<file path="config.mk">
export PLATFORM = sky130hd
export DESIGN_NAME = reg_scoreboard
export DESIGN_NICKNAME = d
export VERILOG_FILES = /design/src/rtl/reg_scoreboard.sv
export SDC_FILE = /design/constraint.sdc
export NUM_CORES = 1
export LEC_CHECK = 0
export ABC_AREA = 1
export CORE_UTILIZATION = 45
export CTS_CLUSTER_DIAMETER = 80
export CTS_CLUSTER_SIZE = 20
export DETAILED_ROUTE_END_ITERATION = 10
export GPL_TIMING_DRIVEN = 0
export HOLD_SLACK_MARGIN = 0.06
export PLACE_DENSITY = 0.69
export SETUP_SLACK_MARGIN = 0.05
export SYNTH_ARGS = -nofsm -noshare
export SYNTH_HDL_FRONTEND = slang
export SYNTH_SLANG_ARGS = --single-unit
</file>
<file path="constraint.sdc">
create_clock -name clk -period 3.3 [get_ports clk]
set_clock_uncertainty 0.05 [all_clocks]
set_input_delay 0.99 -clock clk [delete_from_list [all_inputs] [get_ports clk]]
set_output_delay 0.99 -clock clk [all_outputs]
set_load 0.01 [all_outputs]
</file>
<file path="src/rtl/reg_scoreboard.sv">
// Per-register pending-write scoreboard for decode hazard stalls.
// Define SCOREBOARD_STATS_EN to add the stall_cycles and err outputs.
module reg_scoreboard #(
  parameter int DEPTH = 3
) (
  input  logic        clk,
  input  logic        reset,
  input  logic [31:0] instr_D,
  input  logic        reg2loc_D,
  input  logic        use_ra1_D,
  input  logic        use_ra2_D,
  input  logic        issue_D,
  input  logic        regWrite_D,
  input  logic [4:0]  wa_D,
  input  logic        wb_valid,
  input  logic [4:0]  wb_wa,
  input  logic        flush,
  output logic        stall_D,
  output logic [31:0] busy
`ifdef SCOREBOARD_STATS_EN
  ,
  output logic [31:0] stall_cycles,
  output logic        err
`endif
);

  localparam int CW = $clog2(DEPTH + 1);
  localparam logic [CW-1:0] MAXC = CW'(DEPTH);
  localparam logic [CW-1:0] ONE = CW'(1);

  typedef enum logic [1:0] {
    RUN,
    STALL,
    FLUSH
  } state_t;

  state_t        state;
  logic [CW-1:0] cnt [32];
  logic [4:0]    ra1;
  logic [4:0]    ra2;
  logic          haz1;
  logic          haz2;
  logic          full;
  logic          inc;
  logic          dec;
  logic          clr;
  logic          unused;

  assign unused = ^{instr_D[31:21], instr_D[15:10]};

  assign ra1 = instr_D[9:5];
  assign ra2 = reg2loc_D ? instr_D[4:0] : instr_D[20:16];

  assign haz1 = use_ra1_D && (cnt[ra1] != '0);
  assign haz2 = use_ra2_D && (cnt[ra2] != '0);
  assign full = regWrite_D && (cnt[wa_D] == MAXC);

  assign stall_D = issue_D &&
                   (haz1 || haz2 || full || (state == FLUSH));

  // Anything arriving alongside a flush, or while flushing, is dropped.
  assign clr = flush || (state == FLUSH);

  assign inc = issue_D && !stall_D && regWrite_D &&
               (wa_D != 5'd31) && !clr;
  assign dec = wb_valid && (cnt[wb_wa] != '0) && !clr;

  always_comb begin
    busy = '0;
    for (int r = 0; r < 32; r++) begin
      busy[r] = (cnt[r] != '0);
    end
  end

  always_ff @(posedge clk or posedge reset) begin
    if (reset) begin
      for (int r = 0; r < 32; r++) begin
        cnt[r] <= '0;
      end
    end else begin
      for (int r = 0; r < 32; r++) begin
        if (clr) begin
          cnt[r] <= '0;
        end else if (inc && (wa_D == 5'(r)) &&
                     !(dec && (wb_wa == 5'(r)))) begin
          cnt[r] <= cnt[r] + ONE;
        end else if (dec && (wb_wa == 5'(r)) &&
                     !(inc && (wa_D == 5'(r)))) begin
          cnt[r] <= cnt[r] - ONE;
        end
      end
    end
  end

  always_ff @(posedge clk or posedge reset) begin
    if (reset) begin
      state <= RUN;
    end else if (flush) begin
      state <= FLUSH;
    end else begin
      unique case (state)
        RUN:     if (stall_D) state <= STALL;
        STALL:   if (!stall_D) state <= RUN;
        FLUSH:   state <= RUN;
        default: state <= RUN;
      endcase
    end
  end

`ifdef SCOREBOARD_STATS_EN
  always_ff @(posedge clk or posedge reset) begin
    if (reset) begin
      stall_cycles <= '0;
      err          <= 1'b0;
    end else begin
      if (stall_D && (stall_cycles != '1)) begin
        stall_cycles <= stall_cycles + 32'd1;
      end
      // Completion for a register with nothing outstanding.
      if (wb_valid && !clr && (cnt[wb_wa] == '0)) begin
        err <= 1'b1;
      end
    end
  end
`endif

endmodule

</file>
==> results of run 1 <==
critical path, delay by kind of cell:
kind            cells  cell delay (ps)
simple gates       11              880
compound gates      1              120
buf+inv             5              540
where the power goes:
group	total, mW	internal (mW)	switching [mW]
Sequential	0.963	0.871	0.0918
Clock	0.946	0.560	0.386
Combinational	1.23	0.431	0.800
Yosys cell counts, types with 5 or more instances:
master / count
buf_1: 8
o21ai_0: 33
nand3_1: 156
buf_2: 14
a21oi_1: 16
o22ai_1: 7
nor3_1: 6
inv_1: 172
nor2_1: 153
dfrtp_1: 66
clkbuf_1: 22
inv_2: 5
nand3b_1: 9
buf_6: 6
o21ai_1: 14
nand4_1: 83
nand2_1: 509
how the worst max path moves through the flow:
stage / start / to / slack [ps] / depth (start not counted)
floorplan: reg2loc_D / stall_D / -110 / 15
global placement: wa_D[0] / stall_D / -1420 / 17
detailed placement: wa_D[0] / stall_D / -1420 / 17
CTS: wa_D[0] / stall_D / -330 / 16
global route: instr_D[6] / stall_D / -350 / 15
finish: wa_D[0] / stall_D / -300 / 17
placed cells by master, fill, tap and decap left out, types with 10 or more instances in the layout:
cell type	synthesis	final
nand3_4	0	18
clkbuf_2	0	11
nor2_2	3	10
inv_1	172	166
o21ai_0	33	22
nand4_1	83	83
clkbuf_1	22	14
nand3_2	2	35
a21oi_1	16	15
buf_6	6	22
nor2_1	153	136
o21ai_1	14	17
nor2_4	0	10
clkdlybuf4s50_1	0	46
dfrtp_1	66	66
clkbuf_16	0	15
nand3_1	156	105
nand2_1	509	451
buf_4	2	24
nand2_4	2	15
nand2_2	2	46
cells by family (layout without fill, tap and decap cells):
family / count (synthesis) / after routing / synth area share [%]
AND/OR/NAND/NOR: 928 / 929 / 56.8
buffers and inverters: 232 / 349 / 13.4
flip-flops: 66 / 66 / 23.6
AO/OA/AOI/OAI: 79 / 79 / 6.11
layer usage:
layer,global-route usage (%),part of all wire [%],vias to the layer above
met4,28.6,7.8,0
met5,0,0,-
li1,-,-,4402
met2,65.4,41,731
met1,56.2,38,4445
met3,11.6,14,190
final cells by class:
cell class	instances	area [sq um]	area share, %
repair buffers	103	1080	11.2
plain buffers	52	473	4.91
clock buffers	12	267	2.76
well taps	188	235	2.44
clock inverters	2	12.5	0.130
inverters	180	706	7.32
multi-input cells	1008	5220	54.1
flip-flops and latches	66	1650	17.1
metrics by stage:
step           instances  hold WS, ps
3_5_place_dp        1553          376
2_1_floorplan       1305          358
3_3_place_gp        1553          372
6_report            1611          378
5_1_grt             1611          402
4_1_cts             1587          383
sequential cells by signal (all words and copies together), names as in the netlist:
register / cells
state: 2
cnt: 64
what timing repair did:
item / 4_1_cts / 5_1_grt
buffers inserted: 15 / 16
pin swaps: 30 / 84
endpoints found under the setup margin: 65 / 63
gates cloned: 5 / 8
gates resized for setup: 123 / 203
hold endpoints to repair: 0 / 0
==> flow_summary.yaml, run 1 <==
logic_synthesis:
  yosysSeqAreaShare_pct: 23.6
  synthFlopType: "dfrtp_1"
  syn_inst: 1305
  syn_area_per_cell_sq_um: 5.36
  synth_edf_count: 0
  ys_seq_elements: 66
  synth_area_leaders: "nand2_1, dfrtp_1, nand3_1"
  synth_top_area_cell: "nand2_1"
  synthArstFlopShare_pct: 100
  synth_area_sq_mm: 0.00700
  synth_fp_nets: 1356
  synth_top_area_share_pct: 27.3
  yosysWarningCount: 0
  synth.distinct_cells: 31
clock_tree:
  cts_buffers: 9
  htree_levels: 3
  cts_max_path_buffers: 2
  cts_tree: "yes"
  root_buffer: "clkbuf_16"
  insertion_delay_ps: 350
  holdBufCountCts: 0
  cts_sinks: 66
  path_clk_slew_ps: 60
floorplanning:
  rows: 45
  core_area_sq_mm: 0.0152
  start_util_pct: 46.0
  io_pins: 84
  die-area_sq_mm: 0.0161
  chipHeight_um: 127
  die_x_um: 127
critical_path:
  max_stage_delay_ps: 140
  start_kind: "primary input"
  crit_top_cell: "nand2_2"
  crit_chain: "buf_16, inv_12, buf_12, nand2_4, nand2_2, nand2_2, nand3_4, nand2_4, nand2_2, o21ai_2, nand2_2, nand3_4, nand3_4, nor2_4, buf_8, nor2_4, buf_6"
  cp_slowest_cell: "buf_12"
  critPathMaxFanout: 6
  endpoint_kind: "output port"
  r2r-end: "cnt[61]"
  cp_data_arrival_time_ps: 2560
  reg2reg_slack_ps: 60
  crit_type: "primary input to output port"
  timing.rr.start: "cnt[44]"
  required_ps: 2260
  reg2reg_depth: 19
detailed_routing:
  routed-via-count: 9768
  drtIter0Drc: 1216
  drtAntennaViolNets: 0
  drcViolationCount: 0
  drtPass1Iterations: 7
  wl_per_cell_um: 22.7
  vias_per_cell: 6.06
  wl_mm: 36.5
finish:
  nets: 1471
  drive_above_1_share_pct: 18.3
  design_area_sq_mm: 0.00964
  area_growth_syn_to_layout_pct: 37.8
  post-route-util_pct: 63.4
  fillers: 1549
  n_antenna_cell: 0
global_routing:
  overflow: 0
  grt_pass1_vias: 8580
  grt_pass1_wl_mm: 51.3
  grt_max_degree: 67
  grt_usage_pct: 43.9
  antenna_found_initial: 1
timing:
  worst_pin_slew_ps: 1170
  slew_violations: 0
  final.setup.tns_ps: -473
  rsz0062_at_grt: "true"
  finalSetupViolations: 11
  maxSlewHeadroom_pct: 22.0
  finalCritPeriodShare_pct: 109
  setup_ws_ps: -304
  hold_violations: 0
  fin_crit_ps: 3600
  fmax_mhz: 277
power:
  finalPower_mw: 3.14
  power.leakage_nw: 4.78
  powerDensity_mw_per_mm2: 326
  ir_drop_mv: 0.250
placement:
  dp_hpwl_mm: 25.1
  post-place-ws_ps: -1420
  place_congestion: 1.06
  dpl-instance-area_sq_mm: 0.00789
  io_buffer_count: 60
min_path:
  holdPathStages: 1
  holdPathEnd: "state[0]"
  min_path_type: "flip-flop to flip-flop"
  min-delay-start: "state[1]"
run:
  max-cap-violations: 0
status:
  violations: "setup timing"
  status: "finished with violations"
Note: power is estimated with default switching activity, not from simulation.
==> inputs of run 2 (changes only) <==
- GPL_TIMING_DRIVEN: 0 -> unset
==> flow_summary.yaml, run 2 (synthesis gave the netlist of run 1 again) <==
global_routing:
  grt_usage_pct: 37.3
  grt_pass1_wl_mm: 45.3
  overflow: 0
  antenna_found_initial: 1
  grt_pass1_vias: 8237
  grt_max_degree: 67
clock_tree:
  htree_levels: 3
  root_buffer: "clkbuf_16"
  cts_tree: "yes"
  cts_buffers: 9
  cts_sinks: 66
  path_clk_slew_ps: 60
  insertion_delay_ps: 360
  holdBufCountCts: 0
  cts_max_path_buffers: 2
finish:
  largest_reg_flops: 64
  final_cell_mix: "nand2_1, inv_1, nor2_1, nand3_1, buf_4"
  nets: 1528
  mostFrequentLayoutCell: "nand2_1"
  area_growth_syn_to_layout_pct: 40.8
  reg_top3: "cnt x64, state x2"
  drive_above_1_share_pct: 18.4
  fillers: 1450
  post-route-util_pct: 64.8
  largest_register: "cnt"
  fin_cells: 1670
timing:
  rsz0062_at_grt: "true"
  setup_ws_ps: -238
  fmax_mhz: 283
  final.setup.tns_ps: -2480
  finalCritPeriodShare_pct: 107
  whs_ps: 383
  finalSetupViolations: 41
  maxSlewHeadroom_pct: 51.4
  hold_violations: 0
  fin_crit_ps: 3540
  slew_violations: 0
  worst_pin_slew_ps: 728
detailed_routing:
  wl_mm: 31.5
  wl_per_cell_um: 18.9
  drtAntennaViolNets: 0
  drtPass1Iterations: 9
  drcViolationCount: 0
  routed-via-count: 9540
  drtIter0Drc: 1206
  vias_per_cell: 5.71
power:
  ir_drop_mv: 0.311
  power.leakage_nw: 5.07
  power.share.combinational_pct: 38.8
  pwr-share-clk_pct: 29.7
  p_sw_share_pct: 39.4
  seq_power_share_pct: 31.5
  powerDensity_mw_per_mm2: 313
  p_sw_mw: 1.22
  power.internal_mw: 1.87
critical_path:
  crit_type: "primary input to output port"
  cp_data_arrival_time_ps: 2500
  critPathMaxFanout: 11
  required_ps: 2260
  reg2reg_slack_ps: 220
  start_kind: "primary input"
  endpoint_kind: "output port"
placement:
  dp_hpwl_mm: 22.4
  post-place-ws_ps: -1170
  place_inst: 1630
  place_congestion: 1.01
  io_buffer_count: 66
status:
  status: "finished with violations"
  violations: "setup timing"
run:
  max-cap-violations: 0
floorplanning:
  core_area_sq_mm: 0.0152
  chipHeight_um: 127
  die_x_um: 127
  rows: 45
  io_pins: 84
  die-area_sq_mm: 0.0161
  start_util_pct: 46.0
min_path:
  min_path_type: "flip-flop to flip-flop"
[run 2: cell count changes in the layout (fill, tap and decap cells not counted), moves of 6 or more]
| cell | previous run | this run |
|---|---|---|
| nand2_2 | 46 | 26 |
| buf_1 | 6 | 0 |
| nand2_1 | 451 | 476 |
| o21ai_1 | 17 | 25 |
| nand2_4 | 15 | 9 |
| nand3_1 | 105 | 114 |
| nand3_4 | 18 | 12 |
| nor2_1 | 136 | 144 |
| clkbuf_1 | 14 | 1 |
| clkbuf_2 | 11 | 0 |
| buf_4 | 24 | 111 |
[run 2: layout make-up]
cell class	count	area (sq um)	share of cell area [%]
multi-input cells	1007	4920	49.9
repair buffers	213	2090	21.2
flip-flops and latches	66	1650	16.8
inverters	180	694	7.04
clock buffers	11	243	2.46
well taps	188	235	2.39
clock inverters	3	17.5	0.178
diodes	2	5.00	0.0508
[run 2: critical path, cell delays in order]
cell	delay, ps
buf_12	90
buf_12	150
inv_12	50
buf_12	130
nand2_1	50
nand2_1	40
nand2_1	60
nand2_1	60
nand2_1	70
nand2_1	60
o21ai_1	120
nand2_1	80
nand3_2	130
nand3_4	100
nor2_4	140
nor2_4	40
buf_6	110
[run 2: per-layer routing]
| layer | wire length, um | up-vias | part of all wire [%] | global-route usage (%) |
|---|---|---|---|---|
| met3 | 3980 | 132 | 13 | 8.14 |
| li1 | - | 4513 | - | - |
| met5 | 0 | - | 0 | 0 |
| met4 | 1630 | 0 | 5.2 | 16.7 |
| met1 | 12700 | 4279 | 40 | 50.3 |
| met2 | 13300 | 616 | 42 | 57.1 |
[run 2: final timing paths]
path	depth (start not counted)	to	from
max in group asynchronous	3	cnt[5]	reset
hold reg to reg	1	state[0]	state[1]
hold / removal	1	state[0]	state[1]
setup / recovery	17	stall_D	wa_D[0]
setup reg to reg	20	cnt[59]	cnt[4]
min in group asynchronous	3	cnt[61]	reset
[run 2: power groups by stage]
stage	Combinational (mW)	Clock (mW)	Sequential [mW]
floorplan	0.591	0	0.937
global placement	1.07	0	0.978
detailed placement	1.08	0	0.977
CTS	1.13	0.912	0.964
global route	1.28	0.944	0.976
finish	1.19	0.916	0.972
[run 2: repair_timing]
item                       CTS  global route
gates cloned                 7             6
resized for setup           90           112
setup endpoints to repair   63            63
pin swaps                   21            50
setup buffers                1            10
[run 2: metrics by stage]
step | power, mW | instance area, sq um
floorplan | 1.53 | 7050
global placement | 2.05 | 8640
detailed placement | 2.06 | 8640
CTS | 3.01 | 9170
global route | 3.20 | 9850
finish | 3.08 | 9860
